<file path="src/rtl/fifo_rd_ctrl_pkg.sv">
// Shared FIFO constants: default data/counter widths and the depth of the
// read-side output buffer.
package fifo_rd_ctrl_pkg;

  localparam int unsigned FIFO_FW       = 8;
  localparam int unsigned FIFO_CW       = 16;
  localparam int unsigned OUT_BUF_DEPTH = 2;

endpackage

</file>
<file path="src/rtl/fifo_rd_ctrl.sv">
// FIFO read-side controller: issues reads, buffers returning words in a
// 2-entry in-order skid buffer and delivers them over valid/ready.
module fifo_rd_ctrl
  import fifo_rd_ctrl_pkg::*;
#(
  parameter int unsigned FW = FIFO_FW,
  parameter int unsigned CW = FIFO_CW
) (
  input  logic          r_clk,
  input  logic          rst,
  input  logic          en,
  input  logic          empty,
  input  logic [FW-1:0] rdata,
  output logic          rd,
  output logic [FW-1:0] out_data,
  output logic          out_valid,
  input  logic          out_ready,
  output logic [CW-1:0] word_cnt,
  output logic [FW-1:0] sum
);

  localparam logic [1:0] OCC_FULL = 2'(OUT_BUF_DEPTH);

  logic [FW-1:0] head;
  logic [FW-1:0] tail;
  logic [1:0]    occ;
  logic          pend;
  logic          pop;
  logic [2:0]    fill;

  assign out_valid = (occ != 2'd0) && !rst;
  assign out_data  = head;
  assign pop       = out_valid && out_ready;

  // Occupancy once the in-flight word lands and this cycle's pop retires;
  // a pop implies occ >= 1, so the subtraction cannot underflow.
  assign fill = {1'b0, occ} + {2'b00, pend} - {2'b00, pop};
  assign rd   = !rst && en && !empty && (fill <= 3'd1);

  always_ff @(posedge r_clk) begin
    if (rst) begin
      head     <= '0;
      tail     <= '0;
      occ      <= '0;
      pend     <= 1'b0;
      word_cnt <= '0;
      sum      <= '0;
    end else begin
      pend <= rd;
      if (pop) begin
        word_cnt <= word_cnt + CW'(1);
        sum      <= sum + head;
      end
      unique case ({pend, pop})
        2'b10: begin
          if (occ == 2'd0) head <= rdata;
          else             tail <= rdata;
          occ <= occ + 2'd1;
        end
        2'b01: begin
          if (occ == OCC_FULL) head <= tail;
          occ <= occ - 2'd1;
        end
        2'b11: begin
          // Simultaneous write and pop: occupancy is unchanged, entries shift.
          if (occ == OCC_FULL) begin
            head <= tail;
            tail <= rdata;
          end else begin
            head <= rdata;
          end
        end
        default: ;
      endcase
    end
  end

endmodule

</file>
<file path="config.mk">
export PLATFORM = sky130hd
export DESIGN_NAME = fifo_rd_ctrl
export DESIGN_NICKNAME = d
export VERILOG_FILES = /design/src/rtl/fifo_rd_ctrl_pkg.sv /design/src/rtl/fifo_rd_ctrl.sv
export SDC_FILE = /design/constraint.sdc
export NUM_CORES = 1
export LEC_CHECK = 0
export CAP_MARGIN = 20
export CORE_MARGIN = 2
export CORE_UTILIZATION = 30
export CTS_CLUSTER_SIZE = 16
export DETAILED_ROUTE_END_ITERATION = 10
export PLACE_DENSITY = 0.63
export SYNTH_ARGS = -nofsm -noshare
export SYNTH_HDL_FRONTEND = slang
export SYNTH_SLANG_ARGS = --single-unit
</file>
<file path="constraint.sdc">
create_clock -name r_clk -period 4.4 [get_ports r_clk]
set_clock_uncertainty 0.2 [all_clocks]
set_input_delay 1.32 -clock r_clk [delete_from_list [all_inputs] [get_ports r_clk]]
set_output_delay 1.32 -clock r_clk [all_outputs]
set_load 0.02 [all_outputs]
</file>
## After elaboration in Yosys (flattened, before gate mapping)

Index checks and enable logic that the tools add are counted.

| storage, ports and cells | value |
|---|---|
| bits in registers | 43 |
| bits of input ports | 13 |

| operators by class | value |
|---|---|
| reduce and logical (&&, ||, !) cells | 14 |
| multiplexer cells | 8 |
| equality and inequality tests | 8 |
| add/subtract/negate cells | 6 |
| magnitude comparators | 1 |

Operators by type and width:

| operator | number |
|---|---|
| $mux 8 | 5 |
| $pmux 8 s3 | 1 |
| $add 16x1->16 const B | 1 |
| $pmux 8 s2 | 1 |
| $add 8x8->8 | 1 |
| $ne 2x2->1 const B | 4 |
| $eq 2x2->1 const B | 3 |
| $reduce_and 3->1 | 2 |
| $reduce_bool 2->1 | 3 |
| $logic_and 1x1->1 | 5 |
| $pmux 2 s2 | 1 |
| $add 2x1->3 | 1 |
| $le 3x1->1 const B | 1 |
| $reduce_bool 3->1 | 1 |
| $sub 3x1->3 | 1 |
| $add 2x1->2 const B | 1 |
| $eq 2x1->1 const B | 1 |
| $logic_not 1->1 | 2 |
| $logic_not 2->1 | 1 |
| $sub 2x1->2 const B | 1 |

## Longest topological paths before layout

| depth | value |
|---|---|
| depth in word-level cells | 6 |
| depth in mapped cells | 11 |
| mapped depth without buffers | 9 |

## Worst setup path before layout

Ideal clock, no wire load.

| path | value |
|---|---|
| path kind | input to output |
| start | in rst |
| end | out rd |
| stages on the path | 8 |
| data required time | 2.880 ns |
| data arrival time | 3.139 ns |
| slack | -0.259 ns |
| path buffers | 1 |
| cells stage by stage | clkbuf_1 > nand2b_1 > ha_1 > ha_1 > inv_1 > fa_1 > nand4bb_1 > nor2_1 |

| between the ends | value |
|---|---|
| longest elaborated chain between the ends | 6 |

Ends and longest elaborated chain:

| element | line | RTL |
|---|---|---|
| start: declaration | fifo_rd_ctrl.sv:10 | `input logic rst,` |
| $logic_not 1->1 (*) | fifo_rd_ctrl.sv:31, fifo_rd_ctrl.sv:38 |  |
| $logic_and 1x1->1 | fifo_rd_ctrl.sv:31 | `assign out_valid = (occ != 2'd0) && !rst;` |
| $logic_and 1x1->1 | fifo_rd_ctrl.sv:33 | `assign pop = out_valid && out_ready;` |
| $sub 3x1->3 | fifo_rd_ctrl.sv:37 | `assign fill = {1'b0, occ} + {2'b00, pend} - {2'b00, pop};` |
| $le 3x1->1 | fifo_rd_ctrl.sv:38 | `assign rd = !rst && en && !empty && (fill <= 3'd1);` |
| $logic_and 1x1->1 (*) | fifo_rd_ctrl.sv:38 |  |
| end: declaration | fifo_rd_ctrl.sv:14 | `output logic rd,` |

Every way passes the cells marked *; elsewhere a longest branch is shown, timed or not.

## Worst setup path in the final report

| path | value |
|---|---|
| start | in out_ready |
| end | out rd |

| between the ends | value |
|---|---|
| longest elaborated chain between the ends | 4 |

Ends and longest elaborated chain:

| element | line | RTL |
|---|---|---|
| start: declaration | fifo_rd_ctrl.sv:17 | `input logic out_ready,` |
| $logic_and 1x1->1 | fifo_rd_ctrl.sv:33 |  |
| $sub 3x1->3 | fifo_rd_ctrl.sv:37 |  |
| $le 3x1->1 | fifo_rd_ctrl.sv:38 |  |
| $logic_and 1x1->1 | fifo_rd_ctrl.sv:38 |  |

No other way between the ends.

==> reports/results.tsv <==
metric	value	unit
clk_pin_slew	0.08	ns
multi_input_area	1360	µm²
hpwl	3.72	mm
syn_nets	275	
p_leak	1.09	nW
min_delay_path_depth	2	
port_buffers	46	
die_h	91.1	µm
hp-class	flip-flop to flip-flop	
run_status	finished, violations left	
finalHoldViolCount	0	
die_area	8300	µm²
final_cell_mix	clkdlybuf4s50_1 (43), dfxtp_1 (43), nor2_1 (37)	
arrival	2.90	ns
worstSetupPathType	input port to output pin	
grt_pass1_wl	8.56	mm
start_util	31.2	%
grt_antenna_before_repair	0	
synth_cells	246	
dp_slack	-1.01	ns
setup_viol	1	
setup_ws	-0.0172	ns
powerDensity	372	nW/µm²
fill_cells	763	
die_x	91.1	µm
cp-end-kind	output pin	
clock_latency	0.29	ns
core_area	7290	µm²
peakVddDrop	175	µV
min_period	4.42	ns
numCtsBuffers	5	
post_drt_wl_per_cell	12.5	µm
drc	0	
finalSetupTns	-0.0172	ns
drt_iter0_drc	46	
synth_edf_count	0	
max-cap-violations	0	
yosysTopAreaCellShare	37.8	%
gr-total-overflow	0	
violations	negative setup slack	
drt-pass1-iter-count	4	
required	2.88	ns
drt-vias-per-instance	4.69	
fp-row-count	31	
yosysWarnings	0	
seq_area	861	µm²
vias	1887	
clock.fmax	226	MHz
top_level_ports	47	
clockRootBuffer	clkbuf_8	
fin_crit_sh	100	%
clock_sinks	43	
hold-worst-slack	0.288	ns
synth_area_leader_cell	dfxtp_1	
final_cells	402	
grt_max_degree	50	
cp_max_fo	2	
yosys-top-cells-area	dfxtp_1 (38%), ha_1 (7.7%), nor2_1 (6.3%)	
ctsHoldBuffers	0	
ys.flop_type	dfxtp_1	
async_flop_share	0	%
slew_viol_final	0	
final_layout_size_suffix_gt1_share	14.2	%
wl	5.02	mm
clockBufferDepth	2	
seq_area_frac_synth	37.8	%
synthesis.area	2280	µm²
worst_r2r_path_depth	11	
grt_usage	12.6	%
grt_pass1_vias	1757	
synth_area_per_cell	9.26	µm²
startpoint_type	input port	
rsz0062_at_grt	true	
slew_headroom	60.5	%
place_congestion	0.775	
worst_slew_pin_slew	0.591	ns
htree_levels	2	
dp.cells	392	
ys_types	48	
ys_ff_latch	43	
syn_to_final_growth	34.8	%
postRouteAntennaNets	0	
final_nets	331	
antennaDiodeCount	0	
cts_tree	yes	
## worst max-delay path: stages
cell	delay, ns
buf_6	0.07
o21a_4	0.12
nand2b_4	0.06
ha_4	0.27
ha_4	0.11
inv_2	0.03
fa_1	0.48
nand4bb_1	0.17
nor2_4	0.12
buf_6	0.12
## final timing paths
kind | startpoint | to | slack (ns)
max | out_ready | rd | -0.02
min | sum[3] | sum[3] | 0.29
max reg2reg | occ[1] | out_data[5] | 1.98
min reg2reg | sum[3] | sum[3] | 0.29
## metal layers
layer	up-vias	routed length [µm]	track usage [%]
met5	-	0	0
met4	0	74	4.55
met3	7	238	2.99
met2	35	2300	20.1
met1	878	2410	16.6
li1	967	-	-
## flip-flops by register name (all words and copies together), names as in the netlist
signal / cells
occ: 2
sum: 8
pend: 1
word_cnt: 16
tail: 8
out_data: 8
## cells in the mapped netlist, types with 3 or more instances
cell,number
o21a_1,3
a211oi_1,9
ha_1,14
nand3_1,3
nand2_1,17
buf_1,3
clkbuf_1,3
nor2b_1,5
a22oi_1,8
o21ai_0,7
xor2_1,8
nor3_1,3
a21oi_1,11
inv_1,11
mux2i_1,9
or3_1,3
dfxtp_1,43
xnor2_1,9
nand4_1,4
nor2_1,38
## power by group
| part | switching (mW) | total, mW | internal, mW |
|---|---|---|---|
| Clock | 0.137 | 0.364 | 0.227 |
| Sequential | 0.0274 | 0.446 | 0.419 |
| Combinational | 0.177 | 0.331 | 0.155 |
## per-stage QoR
step           util (%)  power [mW]  area, µm²
2_1_floorplan         -       0.683       2330
3_3_place_gp       40.0       0.781       2920
3_5_place_dp       40.0       0.789       2920
4_1_cts            42.1        1.16       3070
5_1_grt            42.1        1.21       3070
6_report           42.1        1.14       3070
## final cells by class
type                       instances  share of cell area, %
clock buffer                       6                   2.36
multi-input combinational        183                   44.4
tap                               99                   4.03
inverter                          11                   1.34
timing repair buffer              58                   17.8
clock inverter                     2                   1.96
sequential                        43                   28.0
## what timing repair did
action,CTS,global route
buffers inserted,2,0
pin swaps,4,2
endpoints found under the setup margin,1,1
gates resized for setup,13,0
## cell families after synthesis
logic type / share of synthesized area (%)
xor+xnor: 6.54
compound gates: 16.3
simple gates: 20.3
flops: 37.8
fa+ha+maj: 9.45
mux: 5.11
buf+inv: 4.51
Note: power is estimated with default switching activity, not from simulation.
